[src/rtl/multicycle_control_if.sv]
// Control-unit bundle: IR fields and memory handshakes in, datapath strobes out.
// The controller sits on the slave side and the datapath on the master side.
interface multicycle_control_if #(
  parameter int unsigned ALUOP_W = 4,
  parameter int unsigned CNT_W   = 16
);
  logic [3:0]         opcode;
  logic [5:0]         func;
  logic               i_ready;
  logic               d_ready;
  logic               i_read;
  logic               ir_write;
  logic               d_read;
  logic               d_write;
  logic               pc_write;
  logic               pc_write_cond;
  logic [1:0]         pc_src;
  logic               reg_write;
  logic [1:0]         reg_dst;
  logic [1:0]         wb_src;
  logic               alu_src_b;
  logic [ALUOP_W-1:0] alu_op;
  logic               open_port;
  logic               is_halted;
  logic [CNT_W-1:0]   num_inst;

  modport slave (
    input  opcode, func, i_ready, d_ready,
    output i_read, ir_write, d_read, d_write, pc_write, pc_write_cond, pc_src,
           reg_write, reg_dst, wb_src, alu_src_b, alu_op, open_port, is_halted,
           num_inst
  );

  modport master (
    output opcode, func, i_ready, d_ready,
    input  i_read, ir_write, d_read, d_write, pc_write, pc_write_cond, pc_src,
           reg_write, reg_dst, wb_src, alu_src_b, alu_op, open_port, is_halted,
           num_inst
  );
endinterface

[src/rtl/multicycle_control.sv]
// Multicycle CPU controller: IF/ID/EX/MEM/WB/HALT FSM with state+opcode decoded strobes.
// Define MULTICYCLE_CTRL_NUM_INST_EN to build the retired-instruction counter num_inst.
module multicycle_control #(
  parameter int unsigned ALUOP_W = 4,
  parameter int unsigned CNT_W   = 16
) (
  input logic                 clk,
  input logic                 reset_n,
  multicycle_control_if.slave bus
);
  localparam int unsigned OPCODE_W = 4;
  localparam int unsigned FUNC_W   = 6;

  localparam logic [OPCODE_W-1:0] OP_BNE   = OPCODE_W'(0);
  localparam logic [OPCODE_W-1:0] OP_BEQ   = OPCODE_W'(1);
  localparam logic [OPCODE_W-1:0] OP_BGZ   = OPCODE_W'(2);
  localparam logic [OPCODE_W-1:0] OP_BLZ   = OPCODE_W'(3);
  localparam logic [OPCODE_W-1:0] OP_ADI   = OPCODE_W'(4);
  localparam logic [OPCODE_W-1:0] OP_ORI   = OPCODE_W'(5);
  localparam logic [OPCODE_W-1:0] OP_LHI   = OPCODE_W'(6);
  localparam logic [OPCODE_W-1:0] OP_LWD   = OPCODE_W'(7);
  localparam logic [OPCODE_W-1:0] OP_SWD   = OPCODE_W'(8);
  localparam logic [OPCODE_W-1:0] OP_JMP   = OPCODE_W'(9);
  localparam logic [OPCODE_W-1:0] OP_JAL   = OPCODE_W'(10);
  localparam logic [OPCODE_W-1:0] OP_RTYPE = OPCODE_W'(15);

  localparam logic [FUNC_W-1:0] FN_JPR = FUNC_W'(25);
  localparam logic [FUNC_W-1:0] FN_JRL = FUNC_W'(26);
  localparam logic [FUNC_W-1:0] FN_WWD = FUNC_W'(28);
  localparam logic [FUNC_W-1:0] FN_HLT = FUNC_W'(29);

  typedef enum logic [2:0] {S_IF, S_ID, S_EX, S_MEM, S_WB, S_HALT} state_e;

  state_e state_q, state_d;

  logic is_r, is_r_alu, is_wwd, is_jpr, is_jrl, is_hlt;
  logic is_adi, is_ori, is_lhi, is_lwd, is_swd, is_jmp, is_jal;
  logic is_bne, is_beq, is_bgz, is_blz, is_branch;

  // Opcode/func decode; IR is stable from ID onward
  assign is_r      = bus.opcode == OP_RTYPE;
  assign is_r_alu  = is_r && (bus.func < FUNC_W'(8));
  assign is_wwd    = is_r && (bus.func == FN_WWD);
  assign is_jpr    = is_r && (bus.func == FN_JPR);
  assign is_jrl    = is_r && (bus.func == FN_JRL);
  assign is_hlt    = is_r && (bus.func == FN_HLT);
  assign is_adi    = bus.opcode == OP_ADI;
  assign is_ori    = bus.opcode == OP_ORI;
  assign is_lhi    = bus.opcode == OP_LHI;
  assign is_lwd    = bus.opcode == OP_LWD;
  assign is_swd    = bus.opcode == OP_SWD;
  assign is_jmp    = bus.opcode == OP_JMP;
  assign is_jal    = bus.opcode == OP_JAL;
  assign is_bne    = bus.opcode == OP_BNE;
  assign is_beq    = bus.opcode == OP_BEQ;
  assign is_bgz    = bus.opcode == OP_BGZ;
  assign is_blz    = bus.opcode == OP_BLZ;
  assign is_branch = is_bne || is_beq || is_bgz || is_blz;

  logic               i_read_c, ir_write_c, d_read_c, d_write_c;
  logic               pc_write_c, pc_write_cond_c, reg_write_c, alu_src_b_c;
  logic               open_port_c, is_halted_c;
  logic [1:0]         pc_src_c, reg_dst_c, wb_src_c;
  logic [ALUOP_W-1:0] alu_op_c;

  always_ff @(posedge clk or negedge reset_n) begin
    if (!reset_n) state_q <= S_IF;
    else          state_q <= state_d;
  end

  // Next state and decoded strobes; everything stays quiet while reset is asserted
  always_comb begin
    state_d         = state_q;
    i_read_c        = 1'b0;
    ir_write_c      = 1'b0;
    d_read_c        = 1'b0;
    d_write_c       = 1'b0;
    pc_write_c      = 1'b0;
    pc_write_cond_c = 1'b0;
    pc_src_c        = 2'd0;
    reg_write_c     = 1'b0;
    reg_dst_c       = 2'd0;
    wb_src_c        = 2'd0;
    alu_src_b_c     = 1'b0;
    alu_op_c        = '1;
    open_port_c     = 1'b0;
    is_halted_c     = 1'b0;
    if (reset_n) begin
      case (state_q)
        S_IF: begin
          i_read_c = 1'b1;
          if (bus.i_ready) begin
            ir_write_c = 1'b1;
            pc_write_c = 1'b1;
            state_d    = S_ID;
          end
        end
        S_ID: begin
          state_d = S_IF;
          if (is_jmp || is_jal) begin
            pc_write_c = 1'b1;
            pc_src_c   = 2'd2;
          end else if (is_jpr || is_jrl) begin
            pc_write_c = 1'b1;
            pc_src_c   = 2'd3;
          end else if (is_hlt) begin
            state_d = S_HALT;
          end else if (is_r_alu || is_wwd || is_branch || is_adi || is_ori ||
                       is_lhi || is_lwd || is_swd) begin
            state_d = S_EX;
          end
          // Link write of PC+1 into $2
          if (is_jal || is_jrl) begin
            reg_write_c = 1'b1;
            reg_dst_c   = 2'd2;
            wb_src_c    = 2'd2;
          end
        end
        S_EX: begin
          state_d = S_IF;
          if (is_branch) begin
            pc_write_cond_c = 1'b1;
            pc_src_c        = 2'd1;
            alu_src_b_c     = is_bgz || is_blz;
            alu_op_c        = is_bne ? ALUOP_W'(9)  :
                              is_beq ? ALUOP_W'(10) :
                              is_bgz ? ALUOP_W'(11) : ALUOP_W'(12);
          end else if (is_wwd) begin
            open_port_c = 1'b1;
          end else if (is_lwd || is_swd) begin
            alu_src_b_c = 1'b1;
            alu_op_c    = ALUOP_W'(0);
            state_d     = S_MEM;
          end else if (is_r_alu) begin
            alu_op_c = ALUOP_W'(bus.func[2:0]);
            state_d  = S_WB;
          end else if (is_adi || is_ori || is_lhi) begin
            alu_src_b_c = 1'b1;
            alu_op_c    = is_adi ? ALUOP_W'(0) : is_ori ? ALUOP_W'(3) : ALUOP_W'(8);
            state_d     = S_WB;
          end
        end
        S_MEM: begin
          d_read_c  = is_lwd;
          d_write_c = !is_lwd;
          if (bus.d_ready) state_d = is_lwd ? S_WB : S_IF;
        end
        S_WB: begin
          reg_write_c = 1'b1;
          reg_dst_c   = is_r ? 2'd1 : 2'd0;
          wb_src_c    = is_lwd ? 2'd1 : 2'd0;
          state_d     = S_IF;
        end
        S_HALT: begin
          is_halted_c = 1'b1;
        end
        default: state_d = S_IF;
      endcase
    end
  end

  assign bus.i_read        = i_read_c;
  assign bus.ir_write      = ir_write_c;
  assign bus.d_read        = d_read_c;
  assign bus.d_write       = d_write_c;
  assign bus.pc_write      = pc_write_c;
  assign bus.pc_write_cond = pc_write_cond_c;
  assign bus.pc_src        = pc_src_c;
  assign bus.reg_write     = reg_write_c;
  assign bus.reg_dst       = reg_dst_c;
  assign bus.wb_src        = wb_src_c;
  assign bus.alu_src_b     = alu_src_b_c;
  assign bus.alu_op        = alu_op_c;
  assign bus.open_port     = open_port_c;
  assign bus.is_halted     = is_halted_c;

`ifdef MULTICYCLE_CTRL_NUM_INST_EN
  logic             retire_c;
  logic [CNT_W-1:0] num_inst_q, num_inst_d;

  // An instruction retires on the edge that returns the FSM to IF or enters HALT
  assign retire_c = (state_q != S_IF) && (state_q != S_HALT) &&
                    ((state_d == S_IF) || (state_d == S_HALT));

  always_comb begin
    num_inst_d = num_inst_q;
    if (retire_c) num_inst_d = num_inst_q + CNT_W'(1);
  end

  always_ff @(posedge clk or negedge reset_n) begin
    if (!reset_n) num_inst_q <= '0;
    else          num_inst_q <= num_inst_d;
  end

  assign bus.num_inst = num_inst_q;
`else
  assign bus.num_inst = {CNT_W{1'b0}};
`endif
endmodule

[src/flat_wrapper.sv]
// flat-port wrapper written by rule: the top's interface ports become plain ports
module multicycle_control_flat 
#(
  parameter int unsigned ALUOP_W = 4,
  parameter int unsigned CNT_W   = 16
)
  (clk, reset_n, bus_opcode, bus_func, bus_i_ready, bus_d_ready, bus_i_read, bus_ir_write, bus_d_read, bus_d_write, bus_pc_write, bus_pc_write_cond, bus_pc_src, bus_reg_write, bus_reg_dst, bus_wb_src, bus_alu_src_b, bus_alu_op, bus_open_port, bus_is_halted, bus_num_inst);
  multicycle_control_if #(.ALUOP_W(ALUOP_W), .CNT_W(CNT_W)) bus_i ();
  input logic clk;
  input logic reset_n;
  input wire logic [$bits(bus_i.opcode)-1:0] bus_opcode;
  input wire logic [$bits(bus_i.func)-1:0] bus_func;
  input wire logic [$bits(bus_i.i_ready)-1:0] bus_i_ready;
  input wire logic [$bits(bus_i.d_ready)-1:0] bus_d_ready;
  output wire logic [$bits(bus_i.i_read)-1:0] bus_i_read;
  output wire logic [$bits(bus_i.ir_write)-1:0] bus_ir_write;
  output wire logic [$bits(bus_i.d_read)-1:0] bus_d_read;
  output wire logic [$bits(bus_i.d_write)-1:0] bus_d_write;
  output wire logic [$bits(bus_i.pc_write)-1:0] bus_pc_write;
  output wire logic [$bits(bus_i.pc_write_cond)-1:0] bus_pc_write_cond;
  output wire logic [$bits(bus_i.pc_src)-1:0] bus_pc_src;
  output wire logic [$bits(bus_i.reg_write)-1:0] bus_reg_write;
  output wire logic [$bits(bus_i.reg_dst)-1:0] bus_reg_dst;
  output wire logic [$bits(bus_i.wb_src)-1:0] bus_wb_src;
  output wire logic [$bits(bus_i.alu_src_b)-1:0] bus_alu_src_b;
  output wire logic [$bits(bus_i.alu_op)-1:0] bus_alu_op;
  output wire logic [$bits(bus_i.open_port)-1:0] bus_open_port;
  output wire logic [$bits(bus_i.is_halted)-1:0] bus_is_halted;
  output wire logic [$bits(bus_i.num_inst)-1:0] bus_num_inst;
  assign bus_i.opcode = bus_opcode;
  assign bus_i.func = bus_func;
  assign bus_i.i_ready = bus_i_ready;
  assign bus_i.d_ready = bus_d_ready;
  assign bus_i_read = bus_i.i_read;
  assign bus_ir_write = bus_i.ir_write;
  assign bus_d_read = bus_i.d_read;
  assign bus_d_write = bus_i.d_write;
  assign bus_pc_write = bus_i.pc_write;
  assign bus_pc_write_cond = bus_i.pc_write_cond;
  assign bus_pc_src = bus_i.pc_src;
  assign bus_reg_write = bus_i.reg_write;
  assign bus_reg_dst = bus_i.reg_dst;
  assign bus_wb_src = bus_i.wb_src;
  assign bus_alu_src_b = bus_i.alu_src_b;
  assign bus_alu_op = bus_i.alu_op;
  assign bus_open_port = bus_i.open_port;
  assign bus_is_halted = bus_i.is_halted;
  assign bus_num_inst = bus_i.num_inst;
  multicycle_control #(.ALUOP_W(ALUOP_W), .CNT_W(CNT_W)) u_core (.clk(clk), .reset_n(reset_n), .bus(bus_i));
endmodule
[config.mk]
export PLATFORM = sky130hd
export DESIGN_NAME = multicycle_control_flat
export DESIGN_NICKNAME = d
export VERILOG_FILES = /design/src/rtl/multicycle_control_if.sv /design/src/rtl/multicycle_control.sv /design/src/flat_wrapper.sv
export SDC_FILE = /design/constraint.sdc
export NUM_CORES = 1
export LEC_CHECK = 0
export CAP_MARGIN = 30
export CELL_PAD_IN_SITES_DETAIL_PLACEMENT = 0
export CELL_PAD_IN_SITES_GLOBAL_PLACEMENT = 2
export CORE_MARGIN = 4
export CORE_UTILIZATION = 17
export DETAILED_ROUTE_END_ITERATION = 8
export PLACE_DENSITY_LB_ADDON = 0.08
export SLEW_MARGIN = 30
export SYNTH_ARGS = -nofsm -noshare
export SYNTH_HDL_FRONTEND = slang
export SYNTH_SLANG_ARGS = --single-unit
[constraint.sdc]
create_clock -name clk -period 1.5 [get_ports clk]
set_clock_uncertainty 0.2 [all_clocks]
set_input_delay 0.15 -clock clk [delete_from_list [all_inputs] [get_ports clk]]
set_output_delay 0.15 -clock clk [all_outputs]
set_load 0.01 [all_outputs]
; Yosys cells after proc, flatten, opt, wreduce, memory -nomap -nowiden
; Index checks and enable logic that the tools add are counted.
[totals]
word_cells = 120
register_bits = 3
out_inout_bits = 36
inputBits = 14
[op_classes]
magnitude_cmp = 1
n_reduce_logical = 26
bitwise_logic = 1
mux = 69
n_eq_ne = 22
[op_table]
columns = op, n
row1 = 4-bit two-way mux, 11
row2 = 3-bit two-way mux, 12
row3 = 1-bit two-way mux, 33
row4 = 6-bit by 5-bit equality test with 1-bit output (second input constant), 4
row5 = 1-bit logical OR, 17
row6 = 4-bit by 3-bit equality test with 1-bit output (second input constant), 4
row7 = 4-bit equality test (second input constant), 4
row8 = 3-bit case mux with 5 select lines, 1
row9 = 2-bit two-way mux, 7
row10 = 2-bit case mux with 2 select lines, 3
row11 = 4-bit by 2-bit equality test with 1-bit output (second input constant), 2
row12 = 3-bit by 2-bit equality test with 1-bit output (second input constant), 2
row13 = 3-bit equality test (second input constant), 2
row14 = 6-bit by 4-bit < comparator with 1-bit output (second input constant), 1
row15 = 1-bit logical AND, 5
row16 = 4-bit by 1-bit equality test with 1-bit output (second input constant), 1
row17 = 4-bit zero test, 1
row18 = 2-bit != test (second input constant), 2
row19 = 1-bit case mux with 2 select lines, 2
row20 = 4-bit AND reduction, 1
row21 = 3-bit by 1-bit equality test with 1-bit output (second input constant), 1
row22 = 3-bit zero test, 1
row23 = 1-bit zero test, 1
row24 = 1-bit NOT, 1

; Depth between registers and ports, before layout
[depth]
ltp_word = 15
ltp_mapped = 6

; Worst setup path before layout
; Ideal clock, no wire load.
[synth_timing]
path_kind = register to output
from = reg u_core.state_q[1]
to = out bus_wb_src[1]
slack_ns = -0.189
stages_incl_launch_ff = 7
path_buffers = 2
arrival_ns = 1.339
cell_sequence = dfrtp_1 > buf_6 > nand2b_1 > nor3b_1 > o21ai_0 > inv_1 > buf_4
[synth_via]
elab_chain_cells = 3
word_cells_on_any_way = 4
classes_between = eq/ne (2) / mux (2)
[synth_lines]
columns = element, line
row1 = from (decl), multicycle_control.sv:34  ; state_e state_q, state_d;
row2 = from (signal assigned), multicycle_control.sv:68  ; else state_q <= state_d;
row3 = 3-bit equality test / 3-bit by 1-bit equality test with 1-bit output (equally long branches), multicycle_control.sv:89  ; case (state_q)
row4 = 2-bit case mux with 2 select lines *, multicycle_control.sv:89
row5 = 2-bit two-way mux *, multicycle_control.sv:88  ; if (reset_n) begin
row6 = to (decl), flat_wrapper.sv:24  ; output wire logic [$bits(bus_i.wb_src)-1:0] bus_wb_src;
; Every way passes the cells marked *; elsewhere a longest branch is shown, timed or not.

; Final worst setup path
[layout_timing]
from = reg u_core.state_q[2]
to = reg u_core.state_q[0]
[layout_via]
elab_chain_cells = 3
word_cells_on_any_way = 10
classes_between = eq/ne (6) / mux (1) / bitwise (1) / reduce/logical (2)
[layout_lines]
columns = element, line
row1 = 3-bit by 2-bit equality test with 1-bit output (tied with other cells), multicycle_control.sv:89
row2 = 2-bit != test (no line) / 1-bit NOT (equally long branches), n/a
row3 = 4-bit AND reduction (no line), n/a
; Parallel ways exist; a longest one is shown, timed or not.
; A chain may end at the register's enable or synchronous reset.

==> impl_metrics.yaml <==
place:
  place_congestion: 0.750
  dp_slack_ns: -0.972
  dp_cells: 247
  place_hpwl_microns: 2500
  port-buffer-count: 33
drt:
  drt_iter0_markers: 26
  via_per_inst: 4.00
  first_pass_iters: 4
  antenna_left: 0
  drcViolationCount: 0
  drt-total-wl_microns: 3140
  wl_per_cell_microns: 11.8
  num_vias: 1063
worst_setup_path:
  path_max_fanout: 4
  path_delay_family: "compound AO/OA/AOI/OAI gates"
  start_kind: "register"
  cpPeakStageDelay_ns: 0.41
  critPathSlowestCell: "dfrtp_1"
  cp.required_ns: 1.42
  crit_buf_inv: 1
  critPathKind: "register to register"
  arrival_ns: 1.72
  crit_chain: "buf_6 -> or3_4 -> o21ai_4 -> a211o_1 -> o21ai_1 -> a31oi_1"
  end_kind: "register"
global_route:
  grt_pass1_wl_microns: 5110
  grt_use_total: 0.102
  antenna_found_initial: 0
  grt_overflow_total: 0
  grt_max_degree: 9
  grt_pass1_vias: 1088
outcome:
  violations: "negative setup slack"
  status: "complete, but fails checks"
synthesis:
  ys_seq_elements: 3
  synth-async-reset-ratio: 1.00
  yosysSeqAreaShare: 0.0896
  yosys_warnings: 0
  syn-cell-area_sq_um: 838
  synth_edf_count: 0
  avgSynthCellArea_sq_um: 7.23
  yosysUniqueCellTypes: 47
  synth_ff_type: "dfrtp_1"
  netlist_instances: 116
clock_network:
  clock_path_buffers: 2
  cts_max_level: 1
  cts-root-buf: "clkbuf_8"
  clkLatencyLatePin_ns: 0.22
  cts_sinks: 3
  cts_tree: "done"
  cts_buffers: 3
  path_clk_slew_ns: 0.03
sta:
  setup_violations: 22
  final.min_clock_period_ns: 1.80
  clock.fmax_mhz: 554
  rsz0062_at_grt: "true"
  finalCritPeriodShare: 1.20
  final_max_slew_viol_count: 0
  worst_slack_ns: -0.304
  hold_violations: 0
layout:
  top_regs: "u_core.state_q (3)"
  largest_reg_flops: 3
  drive_gt1_frac: 0.618
  fin_nets: 214
  regMostFlops: "u_core.state_q"
  antenna_cells: 0
  synthToLayoutAreaGrowth_pct: 103
  instances_no_fill: 266
floorplan:
  die_area_sq_um: 6120
  ios: 50
  fp.dieH_microns: 78.2
  placementRows: 25
  initial_core_util: 0.176
  fp.dieW_microns: 78.2
  core-area_sq_um: 4750
power_and_ir_drop:
  powerDensity_nw_per_um2: 882
  vdd_ir_drop_max_v: 0.000348
  p_leak_nw: 0.768
hold_path:
  hold_path.class: "input pin to register"
run:
  max_cap_violations: 0
==> cell usage after synthesis, drive strengths merged (3+ instances only) <==
master | count | share of area
nand2b | 3 | 0.022
buf | 22 | 0.21
o21ai | 9 | 0.058
xnor2 | 3 | 0.040
nor3 | 3 | 0.018
nand2 | 7 | 0.034
dfrtp | 3 | 0.090
and2 | 3 | 0.022
nor4 | 3 | 0.037
nor2 | 16 | 0.081
or2 | 3 | 0.022
nand3 | 5 | 0.030
a21oi | 3 | 0.022
inv | 3 | 0.013
==> through the flow <==
step	area, sq um	util	total power, mW	hold slack [ns]	setup TNS [ns]
after floorplan	933	-	0.640	-0.346	-0.385
after global routing	1700	0.358	1.62	0.379	-6.07
after global placement	1460	0.307	0.963	0.393	-17.33
final	1700	0.358	1.50	0.341	-4.49
after CTS	1670	0.351	1.45	0.419	-5.08
after detailed placement	1460	0.307	0.967	0.412	-17.40
==> what timing repair did <==
| action | in CTS | in global routing |
|---|---|---|
| hold buffers | 1 | 0 |
| resized for setup | 139 | 15 |
| endpoints found under the hold margin | 3 | 0 |
| setup endpoints to repair | 23 | 23 |
| setup buffers | 13 | 3 |
| pin swaps | 19 | 10 |
==> path summary, 6_finish.rpt <==
path	startpoint	end	slack, ns	depth (start not counted)
max reg2reg	u_core.state_q[2]	u_core.state_q[0]	-0.30	6
min in group asynchronous	reset_n	u_core.state_q[2]	0.60	3
max in group asynchronous	reset_n	u_core.state_q[0]	0.34	3
max	u_core.state_q[2]	u_core.state_q[0]	-0.30	6
min	bus_opcode[3]	u_core.state_q[1]	0.34	6
min reg2reg	u_core.state_q[1]	u_core.state_q[1]	0.55	3
==> routing by layer <==
metal  wire length (microns)  vias to the layer above  part of all wire  track usage
li1                        -                      546                 -            -
met4                      14                        0            0.0045       0.0210
met1                    1300                      482              0.41        0.113
met3                     179                        2             0.057       0.0252
met2                    1640                       33              0.52        0.195
met5                       0                        -                 0            0
==> layout make-up <==
cell class	instances	area [sq um]
clock buffer	4	45.0
fill	541	3050
inverter	3	11.3
multi-input combinational	102	820
sequential	3	77.6
tap	67	83.8
timing repair buffer	87	667
==> kinds of logic (layout without fill, tap and decap cells) <==
group	count (synthesis)	in the layout	synth area share
AO/OA/AOI/OAI	24	24	0.204
XOR/XNOR	3	3	0.0403
buffers and inverters	26	94	0.230
flip-flops	3	3	0.0895
other	1	16	0.00447
AND/OR/NAND/NOR	59	59	0.431
==> cell usage in the layout, fill, tap and decap left out, types with 2 or more instances in the layout <==
master / instances
nor4_4: 2
buf_2: 21
nand2_1: 5
inv_1: 2
clkbuf_2: 3
a211o_1: 2
o21ai_0: 3
or2_1: 2
nor2_1: 9
nand3_1: 4
nor2_4: 2
buf_4: 39
o21ai_2: 3
nor3_2: 2
nand2b_1: 2
or3_4: 2
and2_1: 3
conb_1: 16
o21a_1: 2
clkbuf_8: 3
buf_6: 15
o21ai_1: 2
nor2_2: 5
nand3b_1: 2
clkdlybuf4s50_1: 2
dfrtp_2: 2
dlygate4sd2_1: 5
==> where the power goes <==
part           total, mW  leakage, nW  switching (mW)  internal (mW)
clock network      0.237       0.0228          0.0551          0.181
registers          0.175       0.0354          0.0571          0.118
logic               1.09        0.710           0.493          0.598
total               1.50        0.768           0.605          0.897
==> tightest hold or removal path, stage by stage <==
cell and delay (ns):
buf_2 0.13, nand4_4 0.08, buf_4 0.11, o31ai_1 0.07
nand3_1 0.11, a21oi_2 0.06
(Power assumes the default switching activity.)
